### src/rtl/conf_timing_engine.sv
// -----------------------------------------------------------------------------
// conf_timing_engine
//
// Converts CHANNELS BCD unit counts and one shared BCD pulses-per-unit value
// into binary pulse-count timings (units * pulses_per_unit). A single serial
// BCD-to-binary accumulator is shared by all values, and the multiply is a
// serial LSB-first shift-add, so there is one small datapath, not one per
// channel.
//
// Optional build macro: CONF_TIMING_SATURATE_EN
//   defined   : products above 2^TIME_W-1 store all-ones
//   undefined : products are truncated to their low TIME_W bits
//
// Ports
//   clk             system clock
//   rst             asynchronous, active-high reset
//   ce              clock enable; every register holds when ce=0
//   start           conversion request, sampled only in IDLE with ce=1
//   units           CHANNELS BCD values, channel k at [k*DIGITS*4 +: DIGITS*4]
//   pulses_per_unit shared BCD multiplier
//   times           registered timings, channel k at [k*TIME_W +: TIME_W]
//   ready           idle and start not currently asserted
//   busy            conversion in progress
//   done            high while in DONE (one ce-cycle pulse)
//   bcd_err         sticky: a digit > 9 was seen in the current/last conversion
//   dbg_state       current FSM state encoding
//
// Handshake: start is a request qualified by ready; a start seen in IDLE on a
// ce=1 edge is accepted and the inputs are latched on that edge. No back
// pressure exists on the result side; done marks that all channels are stored.
// -----------------------------------------------------------------------------
module conf_timing_engine #(
  parameter int CHANNELS = 4,
  parameter int DIGITS   = 3,
  parameter int OUT_W    = 10,
  parameter int TIME_W   = 16
) (
  input  logic                         clk,
  input  logic                         rst,
  input  logic                         ce,
  input  logic                         start,
  input  logic [CHANNELS*DIGITS*4-1:0] units,
  input  logic [DIGITS*4-1:0]          pulses_per_unit,
  output logic [CHANNELS*TIME_W-1:0]   times,
  output logic                         ready,
  output logic                         busy,
  output logic                         done,
  output logic                         bcd_err,
  output logic [2:0]                   dbg_state
);

  localparam int DW      = DIGITS * 4;
  localparam int PROD_W  = 2 * OUT_W;
  localparam int CNT_MAX = (OUT_W > DIGITS) ? OUT_W : DIGITS;
  localparam int CNT_W   = $clog2(CNT_MAX + 1);
  localparam int IDX_W   = (CHANNELS > 1) ? $clog2(CHANNELS) : 1;
  localparam logic [IDX_W-1:0] LAST_IDX = IDX_W'(CHANNELS - 1);

  typedef enum logic [2:0] {
    IDLE     = 3'd0,
    CONV_PPU = 3'd1,
    CONV_CH  = 3'd2,
    MUL      = 3'd3,
    STORE    = 3'd4,
    DONE     = 3'd5
  } state_t;

  state_t state, state_next;

  logic [CHANNELS*DW-1:0] units_lat;
  logic [DW-1:0]          dig_sr;     // digit shift register, MS digit on top
  logic [OUT_W-1:0]       acc;
  logic [OUT_W-1:0]       ppu_bin;
  logic [PROD_W-1:0]      mcand;
  logic [OUT_W-1:0]       mplier;
  logic [PROD_W-1:0]      prod;
  logic [CNT_W-1:0]       cnt;
  logic [IDX_W-1:0]       idx;

  logic [3:0]        digit;
  logic              digit_bad;
  logic [3:0]        digit_eff;
  logic [OUT_W-1:0]  acc_next;
  logic              cnt_last;
  logic [PROD_W-1:0] prod_next;
  logic [IDX_W-1:0]  idx_inc;
  logic [DW-1:0]     cur_sel;
  logic [DW-1:0]     next_sel;
  logic [TIME_W-1:0] store_val;

  // Decimal accumulate: acc*10 + d, with illegal digits clamped to 9.
  assign digit     = dig_sr[DW-1 -: 4];
  assign digit_bad = (digit > 4'd9);
  assign digit_eff = digit_bad ? 4'd9 : digit;
  assign acc_next  = (acc << 3) + (acc << 1) + {{(OUT_W-4){1'b0}}, digit_eff};
  assign cnt_last  = (cnt == CNT_W'(1));

  assign prod_next = mplier[0] ? (prod + mcand) : prod;

  assign idx_inc  = idx + IDX_W'(1);
  assign cur_sel  = units_lat[idx*DW +: DW];
  assign next_sel = units_lat[idx_inc*DW +: DW];

`ifdef CONF_TIMING_SATURATE_EN
  localparam logic [PROD_W-1:0] T_MAX = {PROD_W{1'b1}} >> (PROD_W - TIME_W);
  assign store_val = (prod > T_MAX) ? {TIME_W{1'b1}} : prod[TIME_W-1:0];
`else
  assign store_val = prod[TIME_W-1:0];
`endif

  assign ready     = (state == IDLE) && !start;
  assign busy      = (state != IDLE);
  assign done      = (state == DONE);
  assign dbg_state = state;

  // State register
  always_ff @(posedge clk or posedge rst) begin
    if (rst) begin
      state <= IDLE;
    end else if (ce) begin
      state <= state_next;
    end
  end

  // Next-state logic
  always_comb begin
    state_next = state;
    case (state)
      IDLE:     if (start)    state_next = CONV_PPU;
      CONV_PPU: if (cnt_last) state_next = CONV_CH;
      CONV_CH:  if (cnt_last) state_next = MUL;
      MUL:      if (cnt_last) state_next = STORE;
      STORE:    state_next = (idx == LAST_IDX) ? DONE : CONV_CH;
      DONE:     state_next = IDLE;
      default:  state_next = IDLE;
    endcase
  end

  // Datapath
  always_ff @(posedge clk or posedge rst) begin
    if (rst) begin
      units_lat <= '0;
      dig_sr    <= '0;
      acc       <= '0;
      ppu_bin   <= '0;
      mcand     <= '0;
      mplier    <= '0;
      prod      <= '0;
      cnt       <= '0;
      idx       <= '0;
      times     <= '0;
      bcd_err   <= 1'b0;
    end else if (ce) begin
      case (state)
        IDLE: begin
          if (start) begin
            units_lat <= units;
            dig_sr    <= pulses_per_unit;
            bcd_err   <= 1'b0;
            idx       <= '0;
            cnt       <= CNT_W'(DIGITS);
            acc       <= '0;
          end
        end
        CONV_PPU: begin
          acc    <= acc_next;
          dig_sr <= dig_sr << 4;
          if (digit_bad) bcd_err <= 1'b1;
          if (cnt_last) begin
            ppu_bin <= acc_next;
            acc     <= '0;
            cnt     <= CNT_W'(DIGITS);
            dig_sr  <= cur_sel;          // idx is 0 here
          end else begin
            cnt <= cnt - CNT_W'(1);
          end
        end
        CONV_CH: begin
          acc    <= acc_next;
          dig_sr <= dig_sr << 4;
          if (digit_bad) bcd_err <= 1'b1;
          if (cnt_last) begin
            mcand  <= {{(PROD_W-OUT_W){1'b0}}, acc_next};
            mplier <= ppu_bin;
            prod   <= '0;
            cnt    <= CNT_W'(OUT_W);
          end else begin
            cnt <= cnt - CNT_W'(1);
          end
        end
        MUL: begin
          prod   <= prod_next;
          mcand  <= mcand << 1;
          mplier <= mplier >> 1;
          if (!cnt_last) cnt <= cnt - CNT_W'(1);
        end
        STORE: begin
          times[idx*TIME_W +: TIME_W] <= store_val;
          if (idx != LAST_IDX) begin
            idx    <= idx_inc;
            dig_sr <= next_sel;
            acc    <= '0;
            cnt    <= CNT_W'(DIGITS);
          end
        end
        default: ;
      endcase
    end
  end

endmodule

### config.mk
export PLATFORM = sky130hd
export DESIGN_NAME = conf_timing_engine
export DESIGN_NICKNAME = d
export VERILOG_FILES = /design/src/rtl/conf_timing_engine.sv
export SDC_FILE = /design/constraint.sdc
export NUM_CORES = 1
export LEC_CHECK = 0
export CAP_MARGIN = 20
export CORE_MARGIN = 2
export CORE_UTILIZATION = 60
export CTS_CLUSTER_SIZE = 16
export DETAILED_ROUTE_END_ITERATION = 16
export PLACE_DENSITY = 0.86
export SLEW_MARGIN = 40
export SYNTH_ARGS = -nofsm -noshare
export SYNTH_HDL_FRONTEND = slang
export SYNTH_SLANG_ARGS = --single-unit
### constraint.sdc
create_clock -name clk -period 8.8 [get_ports clk]
set_clock_uncertainty 0.05 [all_clocks]
set_input_delay 0.88 -clock clk [delete_from_list [all_inputs] [get_ports clk]]
set_output_delay 0.88 -clock clk [all_outputs]
set_load 0.005 [all_outputs]
==> results.cfg, run 1 <==
[hold_path]
hold_class = reg -> reg

[clock_network]
numCtsBuffers = 17
cts_htree_levels = 4
cts_hold_buf = 0
cts_tree = yes
post_cts_buffers = 0
cts_resized = 0
clockBufferDepth = 2
cts.sinks = 195
clkLatencyLatePin_ns = 0.44
clk_pin_slew_ns = 0.07
cts_root_buf = clkbuf_16

[placement]
gp_congestion = 0.848
dp_slack_ns = 5.18
place_hpwl_mm = 15.8
dp.cells = 1229
port_buffers = 134
placed_cell_area_mm2 = 0.0113

[setup_path]
worstPathCellList = clkinv_1 > nand2_1 > clkdlybuf4s50_1
critPathMaxFanout = 20
required_ns = 7.87
worstPathArrival_ns = 2.45
critPathBufInv = 2
path_delay_family = buffers and inverters
worstSetupStartpointType = flip-flop
worstSetupPathType = reg -> out
end_kind = output port
slowest_stage = dfrtp_1
slowest_delay_ns = 0.75

[sta]
fin_crit_sh_pct = 38.4
fin_crit_ns = 3.38
setup_viol = 0
tns_ns = 0
max_slew_margin_pct = 44.2
rsz0062_at_grt = false
setup_slack_ns = 5.42
worst_pin_slew_ns = 0.834
timing.fmax_ghz = 0.296
maxSlewViolCount = 0
finalHoldViolCount = 0

[die]
row_count = 46
coreArea_mm2 = 0.0159
start_util_pct = 61.8
die_x_um = 132
chipHeight_um = 132
io_pins = 135
die_area_mm2 = 0.0175

[power]
pwr-share-comb_pct = 35.8
finalPower_mw = 3.36
p_leak_nw = 5.26
vdd_drop_max_mv = 0.185
p_sw_share_pct = 36.7
power.share.sequential_pct = 41.5
power_density_mw_per_mm2 = 282
p_int_mw = 2.12
power_frac_clock_pct = 22.6
switchingPower_mw = 1.23

[synth]
synthFlopType = dfrtp_1
async_reset_ff_share_pct = 100
synth_top_area_cell = dfrtp_1
yosysSeqAreaShare_pct = 49.5
avgSynthCellArea_um2 = 10.7
ys_top_cells_by_area = dfrtp_1, nand2_1, mux2_2
synth_area_mm2 = 0.00985
syn_nets = 1029
ys_ff_latch = 195
yosysTopAreaCellShare_pct = 49.5
syn_inst = 925
synth_warnings = 0
yosysUniqueCellTypes = 63
synth-edff-count = 0

[global_routing]
grtUsageTotal_pct = 27.4
grt_pass1_wl_mm = 38.0
grt_pass1_vias = 7513
grt-ovfl-total = 0
grt_antenna_before_repair = 0
grt_max_degree = 113

[finish]
fin_area_mm2 = 0.0119
fin_nets = 1136
area_growth_pct = 20.9
fillers = 1057
drive_gt1_share_pct = 13.8
final_cells = 1260
antenna_cells = 0

[drt]
routed-via-count = 7477
drc = 0
drt_pass1_iterations = 5
ant_nets = 0
wl_mm = 23.1
via_per_inst = 5.93
dr.first_iter.drc_count = 692
drt-wirelength-per-cell_um = 18.3

[run_status]
status = finished clean

[run]
drv_cap = 0
-- worst min-delay path, stage by stage (launching register included) --
cell and delay [ns]:
dfrtp_1 0.34, nand2_1 0.05, o21ai_0 0.06
-- sequential cells by signal, summed over array words and instances (netlist names) --
| name | flops |
|---|---|
| times | 64 |
| units_lat | 48 |
| mcand | 16 |
| prod | 16 |
| dig_sr | 12 |
| mplier | 10 |
| ppu_bin | 10 |
| acc | 9 |
| cnt | 4 |
| dbg_state | 3 |
| idx | 2 |
| bcd_err | 1 |
-- kinds of logic after synthesis --
group,synth area share [%]
buf+inv,3.20
simple gates,11.6
compound gates,15.1
xor+xnor,1.78
flops,49.5
fa+ha+maj,5.41
mux,13.4
-- path summary, 6_finish.rpt --
check                        startpoint         to  slack, ns  depth (start not counted)
max in group asynchronous           rst     idx[1]       6.67                          3
setup reg to reg                 idx[0]  dig_sr[7]       5.61                          7
hold reg to reg               times[18]  times[18]       0.43                          2
hold / removal                times[18]  times[18]       0.43                          2
min in group asynchronous           rst  times[56]       0.86                          2
setup / recovery           dbg_state[2]       busy       5.42                          3
-- placed cells by master, fill, tap and decap left out, types with 17 or more instances in the layout --
cell type / count
nand2_1: 201
dfrtp_1: 194
clkdlybuf4s50_1: 133
o21ai_0: 116
mux2_2: 55
ha_1: 37
a21oi_1: 31
nor2_1: 28
mux4_2: 24
a22o_1: 17
clkbuf_16: 17
-- power groups by stage --
stage | clock (mW) | sequential, mW | combinational, mW
after floorplan | 0 | 1.28 | 0.966
after global placement | 0 | 1.38 | 1.13
after detailed placement | 0 | 1.40 | 1.19
after CTS | 0.764 | 1.38 | 1.20
after global routing | 0.802 | 1.42 | 1.33
final | 0.759 | 1.39 | 1.20
-- cells in the mapped netlist (2+ instances only) --
cell type    n
a21oi_1     31
buf_6        2
a21o_1      14
xnor2_1     13
nand2_1    203
mux2i_1     16
buf_4        3
dfrtp_1    195
o21bai_1     2
nand2b_1     4
o41ai_1      3
nand3_1      9
o211ai_1     4
nor2_1      29
ha_1        37
nand3b_1     2
xor2_1       7
fa_1         3
nor3_1       8
clkbuf_1    28
a22o_1      17
o21ai_0    116
nor2b_1      5
nor3b_2      3
a211oi_2     2
buf_2       16
o31ai_1      3
o21a_1       3
and2_1       2
a32o_1       7
a222oi_1     8
inv_1       14
mux4_2      24
a22oi_1      3
buf_1        4
mux2_2      55
o22a_1       3
or2_2        2
-- through the flow --
step	hold slack [ns]	utilization, %
floorplan	0.399	-
global placement	0.411	70.6
detailed placement	0.420	71.1
CTS	0.434	74.7
global route	0.451	74.7
finish	0.430	74.7
-- final cells by class --
class	instances	area [µm²]	area share, %
Clock inverter	12	119	0.998
Timing Repair Buffer	142	1410	11.8
Inverter	15	68.8	0.578
Sequential cell	195	4880	41.0
Clock buffer	19	453	3.80
Multi-Input combinational cell	661	4710	39.6
Tap cell	216	270	2.27
-- per-layer routing --
metal  global-route usage [%]  part of all wire, %  wire length [µm]
met2                     45.2                   49             11300
met3                     6.42                  6.8              1570
met1                     35.1                   41              9390
met4                     11.6                  3.2               745
met5                        0                    0                 0
Power figures use the tool's default switching activity.
==> inputs of run 2 (changes only) <==
- CORE_UTILIZATION: 60 -> 50
- PLACE_DENSITY: 0.86 -> 0.77
- clock period: 8.8 -> 2.8 ns (I/O delays scaled with it)
==> run 2 against run 1 <==
Compared with the run above:
- power rose to 3.2 times the previous value
- die area increased by 19%
- highest routed layer unchanged
- largest power group unchanged
- clock-buffer cell count did not move
- setup slack got worse by 5.3 ns
- clock power rose to 3.2 times the previous value
- final area up 2.3%
==> results.cfg, run 2 (synthesis results as in run 1) <==
[drt]
wl_mm = 23.9
via_per_inst = 5.73
drt_pass1_iterations = 5
dr.first_iter.drc_count = 590
drc = 0
routed-via-count = 7651
drt-wirelength-per-cell_um = 17.9
ant_nets = 0

[sta]
worst_pin_slew_ns = 0.823
setup_viol = 0
setup_slack_ns = 0.108
finalHoldViolCount = 0
fin_crit_sh_pct = 96.2
timing.fmax_ghz = 0.371
fin_hold_ws_ns = 0.191
maxSlewViolCount = 0
max_slew_margin_pct = 44.9
fin_crit_ns = 2.69

[die]
die_area_mm2 = 0.0208
start_util_pct = 50.8
row_count = 51
io_pins = 135
chipHeight_um = 144
die_x_um = 144
coreArea_mm2 = 0.0194

[setup_path]
cp.depth = 11
critPathMaxFanout = 3
r2r-end = mcand[7]
r2r-start = acc[0]
r2r_slack_ns = 0.11
crit_start = acc[0]
worst_r2r_path_depth = 11
critPathBufInv = 2
worstSetupPathType = reg -> reg
worstSetupStartpointType = flip-flop
crit_top_cell = inv_1
critPathCapture = mcand[7]
path_delay_family = adder cells
slowest_stage = fa_1
worstPathArrival_ns = 2.97
required_ns = 3.07
slowest_delay_ns = 0.55
worstPathCellList = inv_1 > fa_1 > inv_1 > ha_1 > a21o_1 > a21oi_2 > o21ai_1 > nor2_1 > xor2_1 > o21ai_0 > mux2_2
end_kind = flip-flop

[finish]
largest_register_ffs = 64
final_cells = 1336
antenna_cells = 0
area_growth_pct = 23.7
drive_gt1_share_pct = 15.1
utilization_pct = 62.8
regMostFlops = times
reg_top3 = times: 64 flops, units_lat: 48 flops
final_cell_mix = nand2_1, dfrtp_1, clkdlybuf4s50_1
fin_nets = 1163
final_common_cell = nand2_1

[placement]
gp_congestion = 0.887
place_hpwl_mm = 16.7
dp.cells = 1304
port_buffers = 134
dp_slack_ns = 0.0311

[global_routing]
grt_antenna_before_repair = 0
grt-ovfl-total = 0
grt_pass1_vias = 7437
grtUsageTotal_pct = 24.1
grt_max_degree = 50
grt_pass1_wl_mm = 38.8

[clock_network]
cts_tree = yes
numCtsBuffers = 17
cts_root_buf = clkbuf_16
clockBufferDepth = 2
clk_pin_slew_ns = 0.07
clkLatencyLatePin_ns = 0.44
cts.sinks = 195
cts_htree_levels = 4
cts_hold_buf = 0

[power]
finalPower_mw = 10.7
p_leak_nw = 5.40
power_density_mw_per_mm2 = 879
vdd_drop_max_mv = 0.560

[hold_path]
hold_class = in -> async

[run_status]
status = finished clean

[run]
drv_cap = 0
run 2: changes by cell type in the layout (fill, tap and decap cells not counted), moves of 3 or more:
cell,previous run,this run
buf_12,0,4
buf_4,6,30
clkinv_4,1,6
inv_6,5,0
nand3_1,4,9
nand3_2,5,0
nor3b_2,0,3
nor3b_4,3,0
run 2: through the flow:
step | cell area [µm²] | TNS (ns)
3_3_place_gp | 11600 | 0
5_1_grt | 12200 | -0.0236
2_1_floorplan | 9860 | -9.44
4_1_cts | 12200 | 0
6_report | 12200 | 0
3_5_place_dp | 11600 | 0
run 2: layer usage:
layer | wire, µm | vias to the layer above | track usage, % | share of wire, %
met5 | 0 | - | 0 | 0
met1 | 10400 | 3762 | 32.8 | 44
met2 | 11400 | 280 | 39.0 | 48
met4 | 673 | 0 | 8.89 | 2.8
met3 | 1380 | 48 | 4.37 | 5.8
li1 | - | 3561 | - | -
run 2: cell type report:
type / count / area [µm²]
clock buffers: 19 / 443
clock inverters: 12 / 135
fillers: 1562 / 7210
inverters: 15 / 60.1
multi-input cells: 661 / 4670
flip-flops and latches: 195 / 4880
well taps: 265 / 332
repair buffers: 169 / 1670
run 2: worst min-delay path by stage:
stage                               end       from  slack (ns)
after floorplan           units_lat[38]  units[38]        0.38
after global placement        dig_sr[5]  dig_sr[5]        0.41
after detailed placement      dig_sr[7]  dig_sr[7]        0.42
after CTS                     times[16]        rst        0.20
after global routing          times[19]        rst        0.22
final                         times[16]        rst        0.19
run 2: power breakdown:
group	switching, mW	leakage [nW]	total (mW)	internal, mW
sequential	0.741	2.61	4.30	3.56
clock	1.09	0.283	2.42	1.34
combinational	2.06	2.51	4.00	1.93
total	3.89	5.40	10.7	6.83
run 2: what timing repair did:
| action | 4_1_cts | 5_1_grt |
|---|---|---|
| resized for setup | 0 | 4 |
| pin swaps | 1 | 0 |
| endpoints found under the setup margin | 1 | 3 |
| setup buffers | 1 | 0 |
==> inputs of run 3 (changes only) <==
- CTS_CLUSTER_DIAMETER: default -> 150
==> results of run 3 <==
Same layout as run 2: the final DEF is identical, and so are final timing and power.
